--- src/rtl/fifo_to_axi4m_pkg.sv ---
// ---------------------------------------------------------------------------
// fifo_to_axi4m_pkg
//
// Shared definitions for the FIFO-to-AXI4 write DMA engine:
//   - state_e          : engine state encoding
//   - MAX_BURST_LENGTH : longest INCR burst the engine issues (beats)
//   - BURST_INCR, CACHE_DEFAULT, RESP_OKAY : fixed AXI field values
//   - axiSize()        : AWSIZE encoding for a given data bus width
//
// Optional feature macro used by the engine: FIFO_TO_AXI4M_BRESP_ERR_EN
// ---------------------------------------------------------------------------
package fifo_to_axi4m_pkg;

   typedef enum logic [2:0] {
      s_idle      = 3'd0,
      s_kick      = 3'd1,
      s_addrcalc  = 3'd2,
      s_addrissue = 3'd3,
      s_data      = 3'd4,
      s_respwait  = 3'd5
   } state_e;

   localparam int         MAX_BURST_LENGTH = 64;
   localparam logic [1:0] BURST_INCR       = 2'b01;
   localparam logic [3:0] CACHE_DEFAULT    = 4'b0010;
   localparam logic [1:0] RESP_OKAY        = 2'b00;

   // AWSIZE is log2 of the number of bytes per beat
   function automatic logic [2:0] axiSize(input int dataWidth);
      return 3'($clog2(dataWidth / 8));
   endfunction

endpackage

--- src/rtl/fifo_to_axi4m_if.sv ---
// ---------------------------------------------------------------------------
// fifo_to_axi4m_if
//
// AXI4 write-only bus (AW, W, B channels) between the DMA engine and memory.
// Modports:
//   master : engine side, drives AW/W payload+valid and BREADY
//   slave  : memory side, drives AWREADY, WREADY and the B channel
// Parameters: ID_WIDTH, ADDR_WIDTH, DATA_WIDTH
// ---------------------------------------------------------------------------
interface fifo_to_axi4m_if #(
   parameter int ID_WIDTH   = 4,
   parameter int ADDR_WIDTH = 32,
   parameter int DATA_WIDTH = 32
);

   logic [ID_WIDTH-1:0]     awid;
   logic [ADDR_WIDTH-1:0]   awaddr;
   logic [7:0]              awlen;
   logic [2:0]              awsize;
   logic [1:0]              awburst;
   logic [0:0]              awlock;
   logic [3:0]              awcache;
   logic [2:0]              awprot;
   logic                    awvalid;
   logic                    awready;

   logic [DATA_WIDTH-1:0]   wdata;
   logic [DATA_WIDTH/8-1:0] wstrb;
   logic                    wlast;
   logic                    wvalid;
   logic                    wready;

   logic [ID_WIDTH-1:0]     bid;
   logic [1:0]              bresp;
   logic                    bvalid;
   logic                    bready;

   modport master (
      output awid, awaddr, awlen, awsize, awburst, awlock, awcache, awprot, awvalid,
      input  awready,
      output wdata, wstrb, wlast, wvalid,
      input  wready,
      input  bid, bresp, bvalid,
      output bready
   );

   modport slave (
      input  awid, awaddr, awlen, awsize, awburst, awlock, awcache, awprot, awvalid,
      output awready,
      input  wdata, wstrb, wlast, wvalid,
      output wready,
      output bid, bresp, bvalid,
      input  bready
   );

endinterface

--- src/rtl/fifo_to_axi4m_axi_burst_calc.sv ---
// ---------------------------------------------------------------------------
// axi_burst_calc
//
// Combinational burst slicer shared by the read and write DMA engines.
// Given the words still to move and the current byte address it produces
// the AWLEN/ARLEN of the next burst (at most MAX_BURST_LENGTH beats), the
// address following that burst and the words left afterwards.
// Ports:
//   remaining_i     : words not yet covered by an issued burst
//   addr_i          : byte address of the next burst
//   awlen_o         : beats-1 of the next burst
//   nextAddr_o      : byte address after the next burst (wraps)
//   nextRemaining_o : remaining_i minus the next burst length
// ---------------------------------------------------------------------------
module axi_burst_calc
   import fifo_to_axi4m_pkg::*;
#(
   parameter int ADDR_WIDTH = 32,
   parameter int DATA_WIDTH = 32
) (
   input  logic [31:0]           remaining_i,
   input  logic [ADDR_WIDTH-1:0] addr_i,
   output logic [7:0]            awlen_o,
   output logic [ADDR_WIDTH-1:0] nextAddr_o,
   output logic [31:0]           nextRemaining_o
);

   localparam int BYTE_SHIFT = $clog2(DATA_WIDTH / 8);

   logic [6:0] burstLen;

   // Clamp to the maximum burst, then derive address and count advances.
   // The address advance is a shift because bytes per beat is a power of two.
   always_comb begin
      burstLen = 7'(MAX_BURST_LENGTH);
      if (remaining_i < 32'(MAX_BURST_LENGTH)) begin
         burstLen = remaining_i[6:0];
      end
      awlen_o         = {1'b0, burstLen} - 8'd1;
      nextAddr_o      = addr_i + (ADDR_WIDTH'(burstLen) << BYTE_SHIFT);
      nextRemaining_o = remaining_i - 32'(burstLen);
   end

endmodule

--- src/rtl/fifo_to_axi4m.sv ---
// ---------------------------------------------------------------------------
// fifo_to_axi4m
//
// Write-side DMA engine: on kick, drains write_num words from a first-word-
// fall-through FIFO to memory starting at write_addr, as a sequence of AXI4
// INCR bursts of at most 64 beats. One burst is outstanding at a time:
// AW handshake, then the W beats, then the B response.
//
// Ports:
//   clk, reset        : clock, synchronous active-high reset
//   kick, busy        : start pulse (honoured only when idle), activity flag
//   write_num         : number of words to move (latched on start)
//   write_addr        : start byte address (latched on start)
//   buf_din/buf_empty : FIFO head word and empty flag
//   buf_re            : FIFO pop, one per accepted W beat
//   err               : sticky bad-BRESP flag (only with the macro below)
//   m_axi             : AXI4 write master (fifo_to_axi4m_if.master)
//
// Optional feature macro: FIFO_TO_AXI4M_BRESP_ERR_EN adds the err output.
// ---------------------------------------------------------------------------
module fifo_to_axi4m
   import fifo_to_axi4m_pkg::*;
#(
   parameter int C_M_AXI_ID_WIDTH   = 4,
   parameter int C_M_AXI_ADDR_WIDTH = 32,
   parameter int C_M_AXI_DATA_WIDTH = 32
) (
   input  logic                          clk,
   input  logic                          reset,
   input  logic                          kick,
   output logic                          busy,
   input  logic [31:0]                   write_num,
   input  logic [31:0]                   write_addr,
   input  logic [C_M_AXI_DATA_WIDTH-1:0] buf_din,
   input  logic                          buf_empty,
   output logic                          buf_re,
`ifdef FIFO_TO_AXI4M_BRESP_ERR_EN
   output logic                          err,
`endif
   fifo_to_axi4m_if.master               m_axi
);

   state_e                        state_q, state_d;
   logic [31:0]                   remaining_q, remaining_d;
   logic [C_M_AXI_ADDR_WIDTH-1:0] addrBuf_q, addrBuf_d;
   logic [C_M_AXI_ADDR_WIDTH-1:0] awaddr_q, awaddr_d;
   logic [7:0]                    awlen_q, awlen_d;
   logic [7:0]                    beatCnt_q, beatCnt_d;
`ifdef FIFO_TO_AXI4M_BRESP_ERR_EN
   logic                          err_q, err_d;
`endif

   logic [7:0]                    calcAwlen;
   logic [C_M_AXI_ADDR_WIDTH-1:0] calcNextAddr;
   logic [31:0]                   calcNextRemaining;
   logic                          wBeat;
   logic                          lastBeat;

   axi_burst_calc #(
      .ADDR_WIDTH (C_M_AXI_ADDR_WIDTH),
      .DATA_WIDTH (C_M_AXI_DATA_WIDTH)
   ) u_burstCalc (
      .remaining_i     (remaining_q),
      .addr_i          (addrBuf_q),
      .awlen_o         (calcAwlen),
      .nextAddr_o      (calcNextAddr),
      .nextRemaining_o (calcNextRemaining)
   );

   // Bus outputs are decoded from the state. W data comes straight from the
   // FIFO head so a beat can be sent every cycle; an empty FIFO simply holds
   // wvalid low instead of presenting stale data.
   always_comb begin
      busy          = (state_q != s_idle);
      m_axi.awid    = '0;
      m_axi.awaddr  = awaddr_q;
      m_axi.awlen   = awlen_q;
      m_axi.awsize  = axiSize(C_M_AXI_DATA_WIDTH);
      m_axi.awburst = BURST_INCR;
      m_axi.awlock  = 1'b0;
      m_axi.awcache = CACHE_DEFAULT;
      m_axi.awprot  = 3'b000;
      m_axi.awvalid = (state_q == s_addrissue);
      m_axi.wdata   = buf_din;
      m_axi.wstrb   = '1;
      m_axi.wvalid  = (state_q == s_data) && !buf_empty;
      m_axi.wlast   = (state_q == s_data) && (beatCnt_q == awlen_q);
      m_axi.bready  = (state_q == s_respwait);
      wBeat         = m_axi.wvalid && m_axi.wready;
      lastBeat      = wBeat && m_axi.wlast;
      buf_re        = wBeat;
   end

`ifdef FIFO_TO_AXI4M_BRESP_ERR_EN
   assign err = err_q;
`endif

   // Next-state logic. The zero-length check is made on the latched count in
   // s_addrcalc, so a kick with write_num==0 spends s_kick and s_addrcalc
   // busy and then returns to idle without issuing an address.
   always_comb begin
      state_d     = state_q;
      remaining_d = remaining_q;
      addrBuf_d   = addrBuf_q;
      awaddr_d    = awaddr_q;
      awlen_d     = awlen_q;
      beatCnt_d   = beatCnt_q;
`ifdef FIFO_TO_AXI4M_BRESP_ERR_EN
      err_d       = err_q;
`endif
      case (state_q)
         s_idle: begin
            if (kick) begin
               state_d = s_kick;
            end
         end
         s_kick: begin
            remaining_d = write_num;
            addrBuf_d   = C_M_AXI_ADDR_WIDTH'(write_addr);
`ifdef FIFO_TO_AXI4M_BRESP_ERR_EN
            err_d       = 1'b0;
`endif
            state_d     = s_addrcalc;
         end
         s_addrcalc: begin
            if (remaining_q == 32'd0) begin
               state_d = s_idle;
            end else begin
               awlen_d     = calcAwlen;
               awaddr_d    = addrBuf_q;
               addrBuf_d   = calcNextAddr;
               remaining_d = calcNextRemaining;
               beatCnt_d   = 8'd0;
               state_d     = s_addrissue;
            end
         end
         s_addrissue: begin
            if (m_axi.awready) begin
               state_d = s_data;
            end
         end
         s_data: begin
            if (wBeat) begin
               beatCnt_d = beatCnt_q + 8'd1;
            end
            if (lastBeat) begin
               state_d = s_respwait;
            end
         end
         s_respwait: begin
            if (m_axi.bvalid) begin
`ifdef FIFO_TO_AXI4M_BRESP_ERR_EN
               if (m_axi.bresp != RESP_OKAY) begin
                  err_d = 1'b1;
               end
`endif
               state_d = (remaining_q != 32'd0) ? s_addrcalc : s_idle;
            end
         end
         default: begin
            state_d = s_idle;
         end
      endcase
   end

   // State and datapath registers; reset drops back to idle immediately.
   always_ff @(posedge clk) begin
      if (reset) begin
         state_q     <= s_idle;
         remaining_q <= '0;
         addrBuf_q   <= '0;
         awaddr_q    <= '0;
         awlen_q     <= '0;
         beatCnt_q   <= '0;
`ifdef FIFO_TO_AXI4M_BRESP_ERR_EN
         err_q       <= 1'b0;
`endif
      end else begin
         state_q     <= state_d;
         remaining_q <= remaining_d;
         addrBuf_q   <= addrBuf_d;
         awaddr_q    <= awaddr_d;
         awlen_q     <= awlen_d;
         beatCnt_q   <= beatCnt_d;
`ifdef FIFO_TO_AXI4M_BRESP_ERR_EN
         err_q       <= err_d;
`endif
      end
   end

endmodule

--- src/flat_wrapper.sv ---
// flat-port wrapper written by rule: the top's interface ports become plain ports
module fifo_to_axi4m_flat import fifo_to_axi4m_pkg::*;
#(
   parameter int C_M_AXI_ID_WIDTH   = 4,
   parameter int C_M_AXI_ADDR_WIDTH = 32,
   parameter int C_M_AXI_DATA_WIDTH = 32
)
  (clk, reset, kick, busy, write_num, write_addr, buf_din, buf_empty, buf_re, m_axi_awid, m_axi_awaddr, m_axi_awlen, m_axi_awsize, m_axi_awburst, m_axi_awlock, m_axi_awcache, m_axi_awprot, m_axi_awvalid, m_axi_awready, m_axi_wdata, m_axi_wstrb, m_axi_wlast, m_axi_wvalid, m_axi_wready, m_axi_bid, m_axi_bresp, m_axi_bvalid, m_axi_bready);
  fifo_to_axi4m_if m_axi_i ();
  input  logic clk;
  input  logic reset;
  input  logic kick;
  output logic busy;
  input  logic [31:0] write_num;
  input  logic [31:0] write_addr;
  input  logic [C_M_AXI_DATA_WIDTH-1:0] buf_din;
  input  logic buf_empty;
  output logic buf_re;
  output wire logic [$bits(m_axi_i.awid)-1:0] m_axi_awid;
  output wire logic [$bits(m_axi_i.awaddr)-1:0] m_axi_awaddr;
  output wire logic [$bits(m_axi_i.awlen)-1:0] m_axi_awlen;
  output wire logic [$bits(m_axi_i.awsize)-1:0] m_axi_awsize;
  output wire logic [$bits(m_axi_i.awburst)-1:0] m_axi_awburst;
  output wire logic [$bits(m_axi_i.awlock)-1:0] m_axi_awlock;
  output wire logic [$bits(m_axi_i.awcache)-1:0] m_axi_awcache;
  output wire logic [$bits(m_axi_i.awprot)-1:0] m_axi_awprot;
  output wire logic [$bits(m_axi_i.awvalid)-1:0] m_axi_awvalid;
  input wire logic [$bits(m_axi_i.awready)-1:0] m_axi_awready;
  output wire logic [$bits(m_axi_i.wdata)-1:0] m_axi_wdata;
  output wire logic [$bits(m_axi_i.wstrb)-1:0] m_axi_wstrb;
  output wire logic [$bits(m_axi_i.wlast)-1:0] m_axi_wlast;
  output wire logic [$bits(m_axi_i.wvalid)-1:0] m_axi_wvalid;
  input wire logic [$bits(m_axi_i.wready)-1:0] m_axi_wready;
  input wire logic [$bits(m_axi_i.bid)-1:0] m_axi_bid;
  input wire logic [$bits(m_axi_i.bresp)-1:0] m_axi_bresp;
  input wire logic [$bits(m_axi_i.bvalid)-1:0] m_axi_bvalid;
  output wire logic [$bits(m_axi_i.bready)-1:0] m_axi_bready;
  assign m_axi_awid = m_axi_i.awid;
  assign m_axi_awaddr = m_axi_i.awaddr;
  assign m_axi_awlen = m_axi_i.awlen;
  assign m_axi_awsize = m_axi_i.awsize;
  assign m_axi_awburst = m_axi_i.awburst;
  assign m_axi_awlock = m_axi_i.awlock;
  assign m_axi_awcache = m_axi_i.awcache;
  assign m_axi_awprot = m_axi_i.awprot;
  assign m_axi_awvalid = m_axi_i.awvalid;
  assign m_axi_i.awready = m_axi_awready;
  assign m_axi_wdata = m_axi_i.wdata;
  assign m_axi_wstrb = m_axi_i.wstrb;
  assign m_axi_wlast = m_axi_i.wlast;
  assign m_axi_wvalid = m_axi_i.wvalid;
  assign m_axi_i.wready = m_axi_wready;
  assign m_axi_i.bid = m_axi_bid;
  assign m_axi_i.bresp = m_axi_bresp;
  assign m_axi_i.bvalid = m_axi_bvalid;
  assign m_axi_bready = m_axi_i.bready;
  fifo_to_axi4m #(.C_M_AXI_ID_WIDTH(C_M_AXI_ID_WIDTH), .C_M_AXI_ADDR_WIDTH(C_M_AXI_ADDR_WIDTH), .C_M_AXI_DATA_WIDTH(C_M_AXI_DATA_WIDTH)) u_core (.clk(clk), .reset(reset), .kick(kick), .busy(busy), .write_num(write_num), .write_addr(write_addr), .buf_din(buf_din), .buf_empty(buf_empty), .buf_re(buf_re), .m_axi(m_axi_i));
endmodule
--- config.mk ---
export PLATFORM = sky130hd
export DESIGN_NAME = fifo_to_axi4m_flat
export DESIGN_NICKNAME = d
export VERILOG_FILES = /design/src/rtl/fifo_to_axi4m_pkg.sv /design/src/rtl/fifo_to_axi4m_if.sv /design/src/rtl/fifo_to_axi4m_axi_burst_calc.sv /design/src/rtl/fifo_to_axi4m.sv /design/src/flat_wrapper.sv
export SDC_FILE = /design/constraint.sdc
export NUM_CORES = 1
export LEC_CHECK = 0
export BUFFER_PORTS_ARGS = -buffer_cell sky130_fd_sc_hd__buf_2
export CAP_MARGIN = 10
export CORE_UTILIZATION = 35
export DETAILED_ROUTE_END_ITERATION = 10
export PLACE_DENSITY = 0.67
export REMOVE_ABC_BUFFERS = 1
export SLEW_MARGIN = 20
export SYNTH_ARGS = -nofsm -noshare
export SYNTH_HDL_FRONTEND = slang
export SYNTH_SLANG_ARGS = --single-unit
--- constraint.sdc ---
create_clock -name clk -period 7.4 [get_ports clk]
set_input_delay 2.22 -clock clk [delete_from_list [all_inputs] [get_ports clk]]
set_output_delay 2.22 -clock clk [all_outputs]
set_load 0.03 [all_outputs]
Word-level counts from Yosys, hierarchy flattened
Cells that the tools add are included.
- bits in registers: 115
- input port bits: 109
- output and inout bits: 99
- logic and storage cells: 54
- add/subtract/negate cells: 4
- $lt $le $gt $ge: 1
- equal/unequal tests: 12
- muxes and demuxes: 15
- bitwise operators: 1
- reductions and logical operators: 15
- operators by type and width (cell ; count):
    32-bit one-hot mux with 2 select lines ; 2
    32-bit 2-to-1 mux ; 2
    32-bit by 9-bit adder with 32-bit output ; 1
    32-bit zero test ; 1
    32-bit by 7-bit < comparator with 1-bit output (second input constant) ; 1
    32-bit nonzero test ; 1
    32-bit by 7-bit subtractor with 32-bit output ; 1
    3-bit one-hot mux with 6 select lines ; 1
    8-bit 2-to-1 mux ; 2
    8-bit one-hot mux with 2 select lines ; 1
    3-bit 2-to-1 mux ; 4
    8-bit by 1-bit adder with 8-bit output (second input constant) ; 1
    8-bit == test ; 1
    2-bit inequality test (second input constant) ; 4
    7-bit by 1-bit subtractor with 8-bit output (second input constant) ; 1
    7-bit 2-to-1 mux ; 1
    3-bit by 2-bit == test with 1-bit output (second input constant) ; 2
    3-bit == test (second input constant) ; 2
    1-bit logical AND ; 4
    2-bit 2-to-1 mux ; 2
    2-bit by 1-bit inequality test with 1-bit output (second input constant) ; 2
    2-bit AND reduction ; 2
    4-bit AND reduction ; 1
    2-bit nonzero test ; 2
    6 further kinds ; 6

Longest topological paths before layout
- depth in word-level cells: 6
- mapped depth: 14
- gate-level depth less buffers: 12

By module
A second synthesis with hierarchy kept.
- cells, all modules: 855
- area, all modules: 7405.9 um^2
- modules (own cells, without submodules) (module ; instances ; cells each ; area an instance (um^2) ; sequential area each (um^2)):
    fifo_to_axi4m ; 1 ; 619 ; 5823.1 ; 2302.2
    axi_burst_calc ; 1 ; 236 ; 1582.8 ; 0.0

Worst setup path after synthesis
OpenSTA, ideal clock, no wires.
- kind: input-to-output
- start: in buf_empty
- end: out buf_re
- data arrival time: 2.763 ns
- required time: 5.180 ns
- setup slack: 2.417 ns
- cell stages on the path: 3
- buffers on the path: 0
- path through: nand2b_1 > or2_1 > clkinv_1
- word-level cells in the longest chain between the ends: 3
- RTL lines (element ; line ; text):
    from (decl) ; flat_wrapper.sv:17 ; input logic buf_empty;
    1-bit zero test ; fifo_to_axi4m.sv:86 ; m_axi.wvalid = (state_q == s_data) && !buf_empty;
    1-bit logical AND ; fifo_to_axi4m.sv:86 ;
    1-bit logical AND ; fifo_to_axi4m.sv:89 ; wBeat = m_axi.wvalid && m_axi.wready;
    to (decl) ; flat_wrapper.sv:18 ; output logic buf_re;
Every way passes these cells.

Worst setup path after layout
Same ends and word-level chain as after synthesis.

==> summary.txt <==
Status
  • Outcome: complete, no violations

Power and ir drop
  • Sw Share: 0.358
  • Flop pwr share: 0.347
  • Clock share of power: 0.381
  • Cell internal pwr: 1.38 mW
  • Pwr/cell area: 274 mW/mm²
  • VDD IR-drop max: 0.000146 V
  • Static leakage: 3.08 nW
  • Sw Pwr: 769 µW
  • Combinational share of power: 0.272

Critical path
  • CP Capture Type: output port
  • Worst stage delay on the critical path: 0.25 ns
  • Startpoint types: primary input
  • Crit path buf inv count: 3
  • Critical path's top delay family: buffers and inverters
  • Crit Path Category: in -> out
  • Critical Path Fanout Max: 4
  • Most frequent CP cell: buf_2
  • Reg-to-reg slack, setup: 3.20 ns
  • Slowest CP cell: or2_1
  • CP Cell Sequence: buf_2 > nand2b_1 > or2_1 > clkinv_1 > buf_2
  • Worst path required time: 5.18 ns
  • WP data arrival: 3.00 ns

Synthesis
  • Flops & latches, synth: 115
  • Post-synth EDFFs: 0
  • Post-Synthesis Cells: 901
  • Post-synthesis async set-or-reset flop share: 0
  • Largest area contributor in the netlist: dfxtp_1
  • Yosys warnings: 0
  • Syn Std Cell Area: 0.00681 mm²
  • Count of cell types in the netlist: 80
  • Share of the synthesized area in the top cell type: 0.338
  • Sequential share of the synthesized area: 0.338
  • Cells taking the most area after synthesis: dfxtp_1 34%, nand2_1 8.0%, a21oi_1 7.0%
  • Prevailing post-synth register cell: dfxtp_1
  • Average footprint of a synthesized cell: 7.56 µm²

CTS
  • Post-CTS sizing: 0
  • Root buf cell: clkbuf_16
  • Clk sink count: 115
  • Reg clk slew, reported paths: 0.05 ns
  • CTS Buf Count: 17
  • CTS Hold Bufs: 0
  • CTS H-Tree Depth: 4
  • Skew-Pair Late Insertion Delay: 0.42 ns
  • Post-CTS Repair Setup Buffers: 0
  • CTS tree: built
  • Buffer depth of the longest clock path: 2

Global route
  • Vias in the first global route: 6,135
  • Grt ovf: 0
  • Initial antenna violation count: 0
  • Largest net degree at the start of global routing: 83
  • GRT Util Overall: 0.211
  • First-pass GRT wire length: 32,900 µm

Route
  • Remaining DRCs: 0
  • Vias: 6,696
  • Drt initial violations: 531
  • Routed WL: 20,800 µm
  • DR WL/cell: 17.1 µm
  • Router iterations before antenna repair: 5
  • Drt via density: 5.49
  • Antenna-violating nets left: 0

Floorplanning
  • Initial Util: 0.361
  • Core box area: 0.0189 mm²
  • DIE AREA: 0.0200 mm²
  • Die Span Y: 142 µm
  • I/O pin count: 208
  • Row cnt: 50
  • Die Width: 142 µm

Placed design
  • Placed cell count: 1,188
  • Port Buf Inserts: 116
  • Post-DP HPWL: 14,200 µm
  • Routability cong.: 0.831

STA
  • Min Tclk post-route: 5.22 ns
  • Clk_skew: 0.00723 ns
  • Actual slew at the worst max-slew pin: 1.04 ns
  • Period utilisation layout: 0.706
  • Fin Setup TNS: 0 ns
  • Final hold violation count: 0
  • F_max: 0.191 GHz
  • RSZ-0062 raised after global routing: no
  • Min Hold Slack: 0.449 ns
  • Slew margin rel.: 0.307
  • Pins Over Slew Limit: 0
  • Setup-failing EPs final: 0

Final layout
  • Layout cells sized above 1: 0.189
  • Most common cell after layout, fill and taps aside: nand2_1
  • Most frequent cells in the layout: 145 x nand2_1, 115 x buf_2, 115 x dfxtp_1
  • Fin cells: 1,220
  • Area grow syn2layout: 14.8%
  • Fin nets: 1,067
  • Diodes inserted: 0

Hold path
  • Hold WC Path Type: reg -> reg

Run
  • Maxcap violations: 0
## per-stage QoR
stage          utilization  setup WS (ns)  power, mW  cell area [µm²]
5_1_grt              0.414           2.12       2.26             7820
4_1_cts              0.414           2.17       2.16             7820
3_5_place_dp         0.383           2.17       1.33             7230
6_report             0.414           2.18       2.14             7820
2_1_floorplan            -           2.42       1.14             6220
3_3_place_gp         0.383           2.17       1.32             7230
## per-layer routing
metal,track usage,share of wire
met3,0.0688,0.082
met1,0.284,0.47
met5,0.0125,0
met2,0.313,0.43
met4,0.0787,0.017
## cell families (layout without fill, tap and decap cells)
| family | Yosys count | count (layout) | synth area share |
|---|---|---|---|
| XOR/XNOR | 16 | 16 | 0.0206 |
| adder cells (fa/ha/maj) | 11 | 11 | 0.0213 |
| AO/OA/AOI/OAI | 281 | 281 | 0.273 |
| AND/OR/NAND/NOR | 344 | 344 | 0.239 |
| buffers and inverters | 132 | 171 | 0.107 |
| other | 2 | 22 | 0.00110 |
| flip-flops | 115 | 115 | 0.338 |
## synth_stat cells (all sizes together), types with 7 or more instances
library cell and n:
nand2 146, dfxtp 115, a21oi 96, nor2 66, buf 64, clkbuf 52, o21ai 50, nor3 28
nand3 23, a31oi 17, nand4 16, inv 15, o211ai 14, nor4 13, a211oi 12, and2 11
ha 10, a22oi 9, and3 9, or3 9, xor2 9, a311oi 8, o31ai 8, a21o 7
xnor2 7
## power groups by stage
stage	logic, mW	registers (mW)	clock network (mW)
final	0.583	0.744	0.818
after global routing	0.642	0.754	0.864
after CTS	0.580	0.742	0.835
after detailed placement	0.577	0.755	0
after global placement	0.570	0.754	0
after floorplan	0.388	0.755	0
## sequential cells by signal (all words and copies together) (netlist names)
signal,count
u_core.beatCnt_q,8
u_core.state_q,3
u_core.m_axi.awlen,8
u_core.remaining_q,32
u_core.addrBuf_q,32
u_core.m_axi.awaddr,32
## cell type report
type	instances	area, µm²
multi-input cells	674	3910
repair buffers	123	636
clock buffers	20	457
well taps	260	325
fillers	1992	11100
flip-flops and latches	115	2300
inverters	16	60.1
clock inverters	12	133
## worst min-delay path, stage by stage (launching register included)
cell and delay (ns):
dfxtp_1 0.30, nand2_1 0.05, a21oi_1 0.05
## final timing paths
kind,startpoint,endpoint,cells after the start
setup reg to reg,u_core.remaining_q[7],u_core.addrBuf_q[25],11
hold reg to reg,u_core.m_axi.awaddr[11],u_core.m_axi.awaddr[11],2
hold / removal,u_core.m_axi.awaddr[11],u_core.m_axi.awaddr[11],2
setup / recovery,buf_empty,buf_re,5
(Power assumes the default switching activity.)
